## src/rtl/rk_core_seq.sv

```systemverilog
// rk_core_seq -- instruction sequencer for the RK16 multicycle core.
//
// Owns the program counter and the one-hot stage ring of a single-clock
// multicycle core. Each instruction walks NSTAGE stages. The stage at
// MEM_STAGE can be held on a data-memory handshake. The last stage commits
// the next PC, which is one of: sequential, jump, interrupt entry, or
// return-from-interrupt.
//
// Optional feature macro: RK_SEQ_NESTED_INTR_EN
//   undefined (default) : interrupts are masked while servicing one, until
//                         an iret commits.
//   defined             : no mask; every commit with intr high enters the
//                         handler and overwrites epc.
//
// Ports
//   clk         in   1       core clock, all state on rising edge
//   rst_n       in   1       synchronous reset, active-low
//   mem_req     in   1       current instruction accesses data mem in MEM_STAGE
//   mem_ack     in   1       data mem access completes this cycle
//   jmp_take    in   1       take jmp_target at commit
//   jmp_target  in   XLEN    branch/jump destination
//   intr        in   1       level interrupt request, sampled at commit only
//   iret        in   1       current instruction is return-from-interrupt
//   stage       out  NSTAGE  one-hot current stage
//   stage_en    out  NSTAGE  one-hot execute enable, zero while waiting/in reset
//   pc          out  XLEN    address of current instruction
//   stall       out  1       high while the memory stage is waiting
//   intr_ack    out  1       pulse on the commit cycle that takes the interrupt
//   epc         out  XLEN    saved return PC
module rk_core_seq #(
  parameter int XLEN      = 16,
  parameter int NSTAGE    = 4,
  parameter int MEM_STAGE = 2,
  parameter int RESET_PC  = 0,
  parameter int INTR_VEC  = 1
) (
  input  logic              clk,
  input  logic              rst_n,
  input  logic              mem_req,
  input  logic              mem_ack,
  input  logic              jmp_take,
  input  logic [XLEN-1:0]   jmp_target,
  input  logic              intr,
  input  logic              iret,
  output logic [NSTAGE-1:0] stage,
  output logic [NSTAGE-1:0] stage_en,
  output logic [XLEN-1:0]   pc,
  output logic              stall,
  output logic              intr_ack,
  output logic [XLEN-1:0]   epc
);

  typedef enum logic {S_RUN, S_WAIT} state_t;

  state_t            state;
  state_t            state_nxt;
  logic              in_isr;
  logic              in_isr_nxt;
  logic              blocked;
  logic              exec;
  logic              commit;
  logic              intr_take;
  logic [XLEN-1:0]   pc_seq;
  logic [XLEN-1:0]   pc_nxt;
  logic [XLEN-1:0]   epc_nxt;

  // PC increment; the carry out of the top bit is dropped so the PC wraps.
  function automatic logic [XLEN-1:0] pc_inc(input logic [XLEN-1:0] a);
    return a + {{(XLEN-1){1'b0}}, 1'b1};
  endfunction

  always_comb begin
    state_nxt  = state;
    stage_en   = '0;
    stall      = 1'b0;
    intr_ack   = 1'b0;
    blocked    = 1'b0;
    exec       = 1'b0;
    commit     = 1'b0;
    intr_take  = 1'b0;
    pc_nxt     = pc;
    epc_nxt    = epc;
    in_isr_nxt = in_isr;
    pc_seq     = jmp_take ? jmp_target : pc_inc(pc);

    // The memory stage does not execute until the ack arrives. This also
    // covers the first cycle of the wait, so a memory stage that is also the
    // commit stage can never commit early.
    case (state)
      S_RUN:   blocked = stage[MEM_STAGE] && mem_req && !mem_ack;
      S_WAIT:  blocked = !mem_ack;
      default: blocked = 1'b0;
    endcase

    exec      = rst_n && !blocked;
    stall     = rst_n && blocked;
    state_nxt = blocked ? S_WAIT : S_RUN;
    if (exec) stage_en = stage;
    commit = exec && stage[NSTAGE-1];

`ifdef RK_SEQ_NESTED_INTR_EN
    intr_take = commit && !iret && intr;
`else
    intr_take = commit && !iret && intr && !in_isr;
`endif
    intr_ack = intr_take;

    if (commit) begin
      if (iret) begin
        pc_nxt     = epc;
        in_isr_nxt = 1'b0;
      end else if (intr_take) begin
        // The return address is the PC this instruction would have
        // committed, so a jump that coincides with an interrupt is not lost.
        epc_nxt    = pc_seq;
        pc_nxt     = XLEN'(INTR_VEC);
        in_isr_nxt = 1'b1;
      end else begin
        pc_nxt = pc_seq;
      end
    end
  end

  always_ff @(posedge clk) begin
    if (!rst_n) state <= S_RUN;
    else        state <= state_nxt;
  end

  // Stage ring and architectural PC state. A reset abandons any
  // in-flight instruction or wait without committing it.
  always_ff @(posedge clk) begin
    if (!rst_n) begin
      stage  <= {{(NSTAGE-1){1'b0}}, 1'b1};
      pc     <= XLEN'(RESET_PC);
      epc    <= '0;
      in_isr <= 1'b0;
    end else begin
      if (exec) stage <= {stage[NSTAGE-2:0], stage[NSTAGE-1]};
      pc     <= pc_nxt;
      epc    <= epc_nxt;
      in_isr <= in_isr_nxt;
    end
  end

endmodule

```

## config.mk

```make
export PLATFORM = sky130hd
export DESIGN_NAME = rk_core_seq
export DESIGN_NICKNAME = d
export VERILOG_FILES = /design/src/rtl/rk_core_seq.sv
export SDC_FILE = /design/constraint.sdc
export NUM_CORES = 1
export LEC_CHECK = 0
export ABC_AREA = 1
export BUFFER_PORTS_ARGS = -buffer_cell sky130_fd_sc_hd__buf_2
export CAP_MARGIN = 25
export CORE_MARGIN = 3
export CORE_UTILIZATION = 54
export CTS_CLUSTER_SIZE = 40
export DETAILED_ROUTE_END_ITERATION = 10
export PLACE_DENSITY = 0.95
export SYNTH_ARGS = -nofsm -noshare
export SYNTH_HDL_FRONTEND = slang
export SYNTH_SLANG_ARGS = --single-unit
export TNS_END_PERCENT = 20
```

## constraint.sdc

```tcl
create_clock -name clk -period 4.1 [get_ports clk]
set_input_delay 0.41 -clock clk [delete_from_list [all_inputs] [get_ports clk]]
set_output_delay 0.41 -clock clk [all_outputs]
set_load 0.01 [all_outputs]
```

==> flow_metrics.tcl <==
set metrics [dict create \
    status "finished, final reports clean" \
    finalMaxSlewViolations 0 \
    irDropWorstVdd_mv 0.297 \
    yosys.area.top_type "dfxtp_1" \
    route.detailed.wl_per_inst_um 13.7 \
    die_y_um 68.3 \
    worstHoldPathType "input port to flip-flop" \
    cp-startpoint "stage[2]" \
    cts_sinks 38 \
    root_buffer "clkbuf_8" \
    syn_inst 305 \
    synth_edf_count 0 \
    ff_latch_area_sq_um 761 \
    skew_ns 0.00672 \
    antenna_found_initial 0 \
    synth_cell_types 34 \
    min_period_ns 2.39 \
    end_kind "primary output" \
    grt_pass1_vias 1999 \
    initial_core_util_pct 59.5 \
    cellLeakagePower_uw 0.00119 \
    port_buffers 64 \
    clock.fmax_mhz 419 \
    hold_start "jmp_target[6]" \
    nNetsFinal 386 \
    hold_buffers 0 \
    grt_usage_pct 25.8 \
    rsz0062_at_grt "no" \
    syn_area_per_cell_sq_um 6.86 \
    setup_violations 0 \
    finalSetupTns_ns 0 \
    gp_congestion 0.841 \
    synth_fp_nets 329 \
    htree_levels 2 \
    coreArea_sq_um 3520 \
    worstSkewPairLatency_ns 0.30 \
    synthToLayoutAreaGrowth_pct 19.2 \
    fin_crit_sh_pct 58.2 \
    dp_hpwl_mm 4.01 \
    cp.required_ns 3.69 \
    grt_max_degree 29 \
    io_pins 65 \
    arrival_ns 1.98 \
    syn_area_sq_um 2090 \
    dieArea_sq_um 4660 \
    cts_setup_buffers 0 \
    placed_area_sq_um 2400 \
    grt_pass1_wl_mm 9.01 \
    max_slew_margin_pct 49.5 \
    num_antenna_cells 0 \
    die_w_um 68.3 \
    ys_seq_area_share_pct 36.3 \
    wl_mm 5.61 \
    numCtsBuffers 5 \
    path_class "flip-flop to primary output" \
    ys_seq_elements 38 \
    yosys_warnings 0 \
    finalHoldViolCount 0 \
    routed_via_density 5.62 \
    final_area_sq_um 2490 \
    clkTransAtPathRegs_ns 0.07 \
    firstDrtPassIters 4 \
    rr_startpoint "stage[2]" \
    drtIter0Drc 262 \
    drive_gt1_share_pct 26.7 \
    cts_buffer_depth 2 \
    ant_nets 0 \
    ys.flop_type "dfxtp_1" \
    cts_tree "done" \
    fill_cells 315 \
    drc 0 \
    row_count 21 \
    synth_top_area_share_pct 36.3 \
    crit_path_start_kind "flip-flop" \
    cts-resized-gates 0 \
    async_flop_share_pct 0 \
    vias 2298 \
    grt_overflow_total 0 \
    powerDensity_nw_per_um2 297 \
    synthTopCellsByArea "dfxtp_1 36%, nand2_1 11%, inv_1 5.9%" \
    multi_input_area_sq_um 1130 \
    maxCapViolCount 0 \
    path_max_fanout 28 \
    worst_pin_slew_ns 0.755 \
]
[cells in the final DEF, fill, tap and decap left out, types with 7 or more instances in the layout]
| cell type | n |
|---|---|
| a21oi_1 | 21 |
| a32oi_1 | 9 |
| buf_2 | 64 |
| dfxtp_1 | 38 |
| inv_1 | 33 |
| nand2_1 | 60 |
| nand2_2 | 7 |
| nand3_1 | 23 |
| nor2_1 | 33 |
| o21ai_0 | 22 |
| o21ai_1 | 11 |
[worst max-delay path, stage by stage (launching register included)]
cell,delay (ns)
dfxtp_1,0.33
nand2_1,0.06
nand2_1,0.05
nand2_2,0.10
nand3_4,0.28
nor2_4,0.38
buf_4,0.30
buf_2,0.17
[metal layers]
metal / global-route usage [%] / vias up / wire length (um)
li1: - / 1132 / -
met1: 30.9 / 1035 / 2310
met2: 42.4 / 117 / 2670
met3: 7.39 / 14 / 511
met4: 12.4 / 0 / 123
met5: 0 / - / 0
[flip-flops by register name (all words and copies together), names as in the netlist]
signal,flops
epc,16
pc,16
stage,4
in_isr,1
state,1
[cell type report]
class	count	area share [%]
inverters	34	5.12
multi-input cells	218	45.1
flip-flops and latches	38	30.5
repair buffers	65	13.1
clock inverters	2	0.502
well taps	46	2.31
clock buffers	6	3.31
[power by group]
group	switching [uW]	total (uW)	internal, uW
Sequential	9.59	387	378
Combinational	51.2	83.3	32.1
Clock	136	272	135
[Yosys cell counts, types with 3 or more instances]
cell type / instances
nand2_1: 60
dfxtp_1: 38
inv_1: 33
nor2_1: 33
nand3_1: 23
o21ai_0: 22
a21oi_1: 21
o21ai_1: 11
a32oi_1: 9
nand2_2: 7
buf_2: 6
buf_4: 4
clkbuf_1: 4
or2_2: 4
a21boi_1: 3
nand4_1: 3
nor2_2: 3
nor2_4: 3
o22ai_1: 3
[final timing paths]
kind	to	slack (ns)	cells after the start
setup / recovery	intr_ack	1.71	7
hold / removal	pc[6]	0.38	3
setup reg to reg	pc[0]	2.10	8
hold reg to reg	in_isr	0.47	2
[cell families (layout without fill, tap and decap cells)]
| logic type | count (synthesis) | after routing | synth area share, % |
|---|---|---|---|
| AND/OR/NAND/NOR | 139 | 139 | 30.5 |
| AO/OA/AOI/OAI | 76 | 76 | 21.5 |
| buffers and inverters | 49 | 107 | 9.86 |
| flip-flops | 38 | 38 | 36.3 |
| XOR/XNOR | 2 | 2 | 1.20 |
| adder cells (fa/ha/maj) | 1 | 1 | 0.598 |
[through the flow]
stage                     setup slack, ns  util, %  total power, uW  hold WS, ns  std cells
after floorplan                      2.62        -              447        0.439        305
after global placement               1.81     68.2              476        0.454        401
after detailed placement             1.77     68.2              478        0.459        401
after CTS                            1.73     70.9              744        0.378        409
after global routing                 1.56     70.9              773        0.409        409
final                                1.71     70.9              742        0.383        409
Power figures use the tool's default switching activity.
